<file path="src/rtl/bus_arbiter_if.sv">
// Shared-bus arbitration signals: active-low requests in, active-low grants plus owner/busy out.
// The slave modport is the arbiter's view; the master modport is the bus masters' view.
interface bus_arbiter_if;
  logic       m0_req_;
  logic       m1_req_;
  logic       m2_req_;
  logic       m3_req_;
  logic       m0_grnt_;
  logic       m1_grnt_;
  logic       m2_grnt_;
  logic       m3_grnt_;
  logic [1:0] owner;
  logic       busy;

  modport master (
    output m0_req_, m1_req_, m2_req_, m3_req_,
    input  m0_grnt_, m1_grnt_, m2_grnt_, m3_grnt_, owner, busy
  );

  modport slave (
    input  m0_req_, m1_req_, m2_req_, m3_req_,
    output m0_grnt_, m1_grnt_, m2_grnt_, m3_grnt_, owner, busy
  );
endinterface

</file>
<file path="src/rtl/bus_arbiter.sv">
// Four-master round-robin bus arbiter with registered active-low grants and an
// optional hold limit that forces a long-running owner to yield to waiting masters.
module bus_arbiter #(
  parameter int unsigned HOLD_MAX = 16
) (
  input logic          clk,
  input logic          reset,
  bus_arbiter_if.slave bus
);

  typedef enum logic {S_IDLE, S_BUSY} state_t;

  state_t     r_state;
  logic [1:0] r_owner;
  logic [7:0] r_hold_cnt;
  logic [3:0] r_grnt_n;
  logic       r_busy;

  logic [3:0] w_req;
  logic [1:0] w_other_idx;
  logic       w_other_any;
  logic       w_owner_req;
  logic       w_hold_expired;

  assign w_req = ~{bus.m3_req_, bus.m2_req_, bus.m1_req_, bus.m0_req_};
  assign w_owner_req = w_req[r_owner];

  // Search owner+1..owner+3 excluding the owner; descending loop lets the closest one win.
  always_comb begin
    w_other_idx = r_owner;
    w_other_any = 1'b0;
    for (int k = 3; k >= 1; k--) begin
      if (w_req[r_owner + 2'(k)]) begin
        w_other_idx = r_owner + 2'(k);
        w_other_any = 1'b1;
      end
    end
  end

  // hold_cnt >= HOLD_MAX-1, written without the subtraction so HOLD_MAX=0 cannot wrap.
  assign w_hold_expired = (HOLD_MAX != 0) && ((32'(r_hold_cnt) + 32'd1) >= HOLD_MAX);

  function automatic logic [3:0] grant_of(input logic [1:0] idx);
    return ~(4'b0001 << idx);
  endfunction

  always_ff @(posedge clk) begin
    if (reset) begin
      r_state    <= S_IDLE;
      r_owner    <= 2'd3;
      r_hold_cnt <= 8'd0;
      r_grnt_n   <= 4'hF;
      r_busy     <= 1'b0;
    end else if (r_state == S_IDLE) begin
      // The owner itself is the last candidate when coming out of IDLE.
      if (w_other_any || w_owner_req) begin
        r_state    <= S_BUSY;
        r_owner    <= w_other_any ? w_other_idx : r_owner;
        r_grnt_n   <= grant_of(w_other_any ? w_other_idx : r_owner);
        r_busy     <= 1'b1;
        r_hold_cnt <= 8'd0;
      end
    end else begin
      if (w_owner_req && !(w_hold_expired && w_other_any)) begin
        if (r_hold_cnt != 8'hFF) begin
          r_hold_cnt <= r_hold_cnt + 8'd1;
        end
      end else if (w_other_any) begin
        // Release or forced handover: move straight to the next master, no idle gap.
        r_owner    <= w_other_idx;
        r_grnt_n   <= grant_of(w_other_idx);
        r_hold_cnt <= 8'd0;
      end else begin
        r_state    <= S_IDLE;
        r_grnt_n   <= 4'hF;
        r_busy     <= 1'b0;
        r_hold_cnt <= 8'd0;
      end
    end
  end

  assign bus.m0_grnt_ = r_grnt_n[0];
  assign bus.m1_grnt_ = r_grnt_n[1];
  assign bus.m2_grnt_ = r_grnt_n[2];
  assign bus.m3_grnt_ = r_grnt_n[3];
  assign bus.owner    = r_owner;
  assign bus.busy     = r_busy;

endmodule
</file>
<file path="src/flat_wrapper.sv">
// flat-port wrapper written by rule: the top's interface ports become plain ports
module bus_arbiter_flat 
#(
  parameter int unsigned HOLD_MAX = 16
)
  (clk, reset, bus_m0_req_, bus_m1_req_, bus_m2_req_, bus_m3_req_, bus_m0_grnt_, bus_m1_grnt_, bus_m2_grnt_, bus_m3_grnt_, bus_owner, bus_busy);
  bus_arbiter_if bus_i ();
  input logic clk;
  input logic reset;
  input wire logic [$bits(bus_i.m0_req_)-1:0] bus_m0_req_;
  input wire logic [$bits(bus_i.m1_req_)-1:0] bus_m1_req_;
  input wire logic [$bits(bus_i.m2_req_)-1:0] bus_m2_req_;
  input wire logic [$bits(bus_i.m3_req_)-1:0] bus_m3_req_;
  output wire logic [$bits(bus_i.m0_grnt_)-1:0] bus_m0_grnt_;
  output wire logic [$bits(bus_i.m1_grnt_)-1:0] bus_m1_grnt_;
  output wire logic [$bits(bus_i.m2_grnt_)-1:0] bus_m2_grnt_;
  output wire logic [$bits(bus_i.m3_grnt_)-1:0] bus_m3_grnt_;
  output wire logic [$bits(bus_i.owner)-1:0] bus_owner;
  output wire logic [$bits(bus_i.busy)-1:0] bus_busy;
  assign bus_i.m0_req_ = bus_m0_req_;
  assign bus_i.m1_req_ = bus_m1_req_;
  assign bus_i.m2_req_ = bus_m2_req_;
  assign bus_i.m3_req_ = bus_m3_req_;
  assign bus_m0_grnt_ = bus_i.m0_grnt_;
  assign bus_m1_grnt_ = bus_i.m1_grnt_;
  assign bus_m2_grnt_ = bus_i.m2_grnt_;
  assign bus_m3_grnt_ = bus_i.m3_grnt_;
  assign bus_owner = bus_i.owner;
  assign bus_busy = bus_i.busy;
  bus_arbiter #(.HOLD_MAX(HOLD_MAX)) u_core (.clk(clk), .reset(reset), .bus(bus_i));
endmodule
</file>
<file path="config.mk">
export PLATFORM = sky130hd
export DESIGN_NAME = bus_arbiter_flat
export DESIGN_NICKNAME = d
export VERILOG_FILES = /design/src/rtl/bus_arbiter_if.sv /design/src/rtl/bus_arbiter.sv /design/src/flat_wrapper.sv
export SDC_FILE = /design/constraint.sdc
export NUM_CORES = 1
export LEC_CHECK = 0
export BUFFER_PORTS_ARGS = -buffer_cell sky130_fd_sc_hd__buf_2
export CAP_MARGIN = 10
export CORE_MARGIN = 2
export CORE_UTILIZATION = 53
export CTS_BUF_LIST = sky130_fd_sc_hd__clkbuf_4 sky130_fd_sc_hd__clkbuf_8
export DETAILED_ROUTE_END_ITERATION = 10
export HOLD_SLACK_MARGIN = 0.06
export PLACE_DENSITY = 0.77
export SLEW_MARGIN = 20
export SYNTH_ARGS = -nofsm -noshare
export SYNTH_HDL_FRONTEND = slang
export SYNTH_SLANG_ARGS = --single-unit
</file>
<file path="constraint.sdc">
create_clock -name clk -period 1.5 [get_ports clk]
set_input_delay 0.225 -clock clk [delete_from_list [all_inputs] [get_ports clk]]
set_output_delay 0.225 -clock clk [all_outputs]
set_load 0.02 [all_outputs]
</file>
Word level (Yosys, flattened, before mapping)
Cells that the tools add are included.
{"block": "totals", "ff_bits": 16, "inputBits": 6, "output_inout_bits": 7, "wordCells": 66}
{"block": "classes", "addsub": 5, "n_lt_le_gt_ge": 5, "eq_ne": 4, "n_shift": 2, "n_mux": 34, "bitwise_logic": 3, "n_reduce_logical": 8}
{"cell": "$ge A32 B5 Y1 const B", "n": 1}
{"cell": "$mux W8", "n": 4}
{"cell": "$mux W4", "n": 4}
{"cell": "$mux W1", "n": 15}
{"cell": "$mux W2", "n": 7}
{"cell": "$lt A2 B3 Y1 const B", "n": 4}
{"cell": "$not A4 Y4", "n": 3}
{"cell": "$add A8 B1 Y9 const B", "n": 1}
{"cell": "$add A8 B1 Y8 const B", "n": 1}
{"cell": "$bmux W1 S2", "n": 4}
{"cell": "$ne A8 B8 Y1 const B", "n": 1}
{"cell": "$shl A1 B2 Y4 const A", "n": 2}
{"cell": "$add A2 B2 Y2 const B", "n": 2}
{"cell": "$ne A2 B2 Y1 const B", "n": 2}
{"cell": "$reduce_and A2 Y1", "n": 2}
{"cell": "$ne A3 B3 Y1 const B", "n": 1}
{"cell": "$reduce_and A3 Y1", "n": 1}
{"cell": "$add A2 B1 Y2 const B", "n": 1}
{"cell": "$logic_and A1 B1 Y1", "n": 2}
{"cell": "$reduce_bool A2 Y1", "n": 1}
{"cell": "$logic_not A1 Y1", "n": 1}
{"cell": "$logic_or A1 B1 Y1", "n": 1}

Logic depth before layout (Yosys ltp)
{"block": "depth", "ltp_word": 11, "depth_mapped": 7, "ltp_nobuf": 6}

Worst setup path before layout
OpenSTA, ideal clock, no wires.
{"block": "synth_timing", "path_type": "register to register", "from": "register u_core.r_owner[0] (netlist: u_core.bus.owner[0])", "to": "register u_core.r_hold_cnt[2]", "setup_ns": 0.093, "arrival_time_ns": 1.661, "t_required_ns": 1.407, "slack_ns": -0.254, "stages_incl_launch_ff": 6, "n_path_buf": 1, "synth_period_minus_slack_ns": 1.754, "path_cell_list": "dfxtp_1 > buf_6 > mux4_2 > nor3_4 > nand3_1 > o311ai_2"}
{"block": "synth_between", "elab_chain_cells": 11, "elab_cells_between_ends": 23, "cone_classes": "add/sub: 3; eq/ne: 1; mux: 13; reduce/logical: 6"}
{"item": "from (decl)", "line": "bus_arbiter.sv:14", "rtl": "logic [1:0] r_owner;"}
{"item": "from (signal assigned)", "line": "bus_arbiter.sv:58", "rtl": "r_owner <= w_other_any ? w_other_idx : r_owner;"}
{"item": "from (signal assigned)", "line": "bus_arbiter.sv:70", "rtl": "r_owner <= w_other_idx;"}
{"item": "$add A2 B2 Y2", "line": "bus_arbiter.sv:33", "rtl": "if (w_req[r_owner + 2'(k)]) begin"}
{"item": "$bmux W1 S2", "line": "bus_arbiter.sv:33"}
{"item": "$mux W1 (implied by the code)", "line": "bus_arbiter.sv:33"}
{"item": "$mux W1 (3 in a row)", "line": "bus_arbiter.sv:33"}
{"item": "$logic_and A1 B1 Y1", "line": "bus_arbiter.sv:64", "rtl": "if (w_owner_req && !(w_hold_expired && w_other_any)) begin"}
{"item": "$logic_not A1 Y1", "line": "bus_arbiter.sv:64"}
{"item": "$logic_and A1 B1 Y1", "line": "bus_arbiter.sv:64"}
{"item": "$ne A3 B3 Y1 (no line) or $mux W8 (tied branches)"}
{"item": "$reduce_and A2 Y1 (no line) or $mux W8 (tied branches)"}
{"item": "to (signal assigned)", "line": "bus_arbiter.sv:66", "rtl": "r_hold_cnt <= r_hold_cnt + 8'd1;"}
{"item": "to (decl)", "line": "bus_arbiter.sv:15", "rtl": "logic [7:0] r_hold_cnt;"}
Parallel ways exist; a longest one is shown, timed or not. The select of a mux whose other input is x is not followed.
A chain may end at the register's enable or synchronous reset.

Worst setup path after layout
Ends and elaborated chain as after synthesis.

==> out/qor.yml <==
crit_chain: "mux4_2, nor3_4, buf_12, nand3_4, o311ai_2"
hold_viol_final: 0
gp_congestion: 0.841
layout_min_cycle_time_ps: 1740
sw_frac_of_total_pct: 34.5
yosysTopAreaCellShare_pct: 29.9
yosysMostFrequentCell: "dfxtp_1"
htreeDepth: 1
drc_errors: 0
slowest_stage: "mux4_2"
synth_ff_type: "dfxtp_1"
violations: "negative setup slack"
io_pins: 13
switchingPower_mw: 0.447
die_w_um: 49.0
path_max_fanout: 12
setup_ws_ps: -241
n_fill_cell: 137
max_stage_delay_ps: 570
design_area_um2: 1530
clock_sinks: 16
clockBufferDepth: 2
n_antenna_cell: 0
yosysWarnings: 0
arrival_ps: 1950
synth_seq_cells: 16
wirelength_mm: 3.15
ys_seq_area_share_pct: 29.9
multi_input_area_um2: 777
ys_types: 37
worstPathRequired_ps: 1710
io_buffers: 12
syn-instance-count: 130
synth_common_cells: "dfxtp_1, nor2_1"
ir_worst_vdd_mv: 0.881
ctsHoldBuffers: 0
p_clk_share_pct: 23.1
syn_area_um2: 1070
grt-ovfl-total: 0
slew_headroom_pct: 77.8
holdWs_ps: 318
drive_above_1_share_pct: 42.7
slew_violations: 0
start_util_pct: 55.2
synth.net_count: 138
grt_pass1_wl_mm: 5.20
core_region_area_um2: 1940
p_leak_nw: 0.632
criticalPathCategory: "reg2reg"
clk_pin_slew_ps: 100
hpwl_mm: 2.18
grt_max_degree: 18
via_per_inst: 5.78
p_seq_share_pct: 39.0
cts_tree: "done"
p_per_area_nw_per_um2: 847
grt_setup_unrepaired: "yes"
hp-class: "in2reg"
die_area_um2: 2400
fin_tns_setup_ps: -1950
finalCritPeriodShare_pct: 116
first_pass_iters: 4
first_iter_violations: 14
fp-row-count: 16
async_flop_share_pct: 0
setup_viol: 14
vias: 1145
tightest_slew_ps: 333
numCtsBuffers: 3
root_buffer: "clkbuf_4"
netlist.top_cell.by_area: "dfxtp_1"
cap_viol_max_count: 0
synth_area_leaders: "dfxtp_1, mux2i_1, a31oi_1, nor2_1, nand3_1"
clock_latency_ps: 300
die_h_um: 49.0
seq_area_um2: 330
p_comb_share_pct: 37.9
dpl_cell_area_um2: 1370
crit_path_end_kind: "register"
syn_to_final_growth_pct: 42.8
p_int_mw: 0.850
wire_per_inst_um: 15.9
grt_usage_pct: 28.4
fmax_mhz: 574
crit_path_start_kind: "register"
ant_nets: 0
layout.nets: 180
antenna_found_initial: 0
status: "finished, violations left"
grt_pass1_vias: 1153
clock_skew_ps: 7.02
avgSynthCellArea_um2: 8.25
dp_slack_ps: -336
synth_edf_count: 0
## layout make-up
class                      instances  share of cell area, %
clock buffer                       4                   2.37
timing repair buffer              45                   20.9
sequential                        16                   21.6
tap                               27                   2.21
multi-input combinational         97                   50.7
inverter                           9                   2.21
## flip-flops by register name (all words and copies together), names as in the netlist
name / count
u_core.r_state: 1
u_core.bus.owner: 2
u_core.bus.busy: 1
u_core.r_hold_cnt: 8
u_core.r_grnt_n: 4
## final timing paths
kind | from | endpoint | slack, ps | cells after the start
setup reg to reg | u_core.bus.owner[0] | u_core.r_hold_cnt[2] | -240 | 5
hold / removal | reset | u_core.bus.busy | 320 | 2
hold reg to reg | u_core.bus.busy | u_core.bus.busy | 490 | 2
setup / recovery | u_core.bus.owner[0] | u_core.r_hold_cnt[2] | -240 | 5
## per-layer routing
| layer | GRT usage [%] | routed length [µm] | up-vias |
|---|---|---|---|
| li1 | - | - | 567 |
| met1 | 31.0 | 1270 | 548 |
| met2 | 55.3 | 1730 | 22 |
| met3 | 2.76 | 65 | 8 |
| met4 | 11.4 | 84 | 0 |
| met5 | 0 | 0 | - |
## critical path, delay by kind of cell (launching register included)
kind,cells,cell delay (ps)
AOI/OAI and AO/OA,1,230
buffers and inverters,1,170
DFF,1,400
muxes,1,570
and+or+nand+nor,2,280
## power by group through the flow
| stage | Clock [mW] | Sequential, mW | Combinational [mW] |
|---|---|---|---|
| after floorplan | 0 | 0.528 | 0.260 |
| after global placement | 0 | 0.506 | 0.423 |
| final | 0.300 | 0.506 | 0.492 |
| after detailed placement | 0 | 0.510 | 0.439 |
| after CTS | 0.302 | 0.502 | 0.466 |
| after global routing | 0.323 | 0.511 | 0.532 |
## what timing repair did
item | in CTS | in global routing
setup buffers | 1 | 1
gates resized for setup | 17 | 7
pin swaps | 5 | 1
setup endpoints to repair | 14 | 14
## layout by cell type (no fill, tap or decap), types with 2 or more instances in the layout
cell type and count:
nor3_1 4, nor2b_1 4, inv_1 9, nand2b_1 2, nand2_2 2, clkbuf_4 3, dfxtp_2 2, nand2_1 7
mux2i_1 9, a31oi_1 7, buf_4 32, dfxtp_4 2, nor2_1 9, a2111oi_2 2, dfxtp_1 12, a31oi_4 2
and3_1 2, or3_1 3, o22ai_1 2, a21oi_1 5, o21ai_0 2, buf_2 12, nand3_1 6, nand4_1 5
## stage by stage
stage / utilization [%] / instances / power (mW)
6_report: 78.9 / 198 / 1.30
4_1_cts: 76.9 / 197 / 1.27
5_1_grt: 78.9 / 198 / 1.37
3_5_place_dp: 70.7 / 192 / 0.949
3_3_place_gp: 70.7 / 192 / 0.929
2_1_floorplan: - / 130 / 0.789
## logic make-up after synthesis
group	count (synthesis)	share of synthesized area [%]
buf+inv	17	8.05
fa+ha+maj	2	2.33
compound gates	33	23.0
mux	11	11.6
flops	16	29.9
simple gates	51	25.2
(Power assumes the default switching activity.)
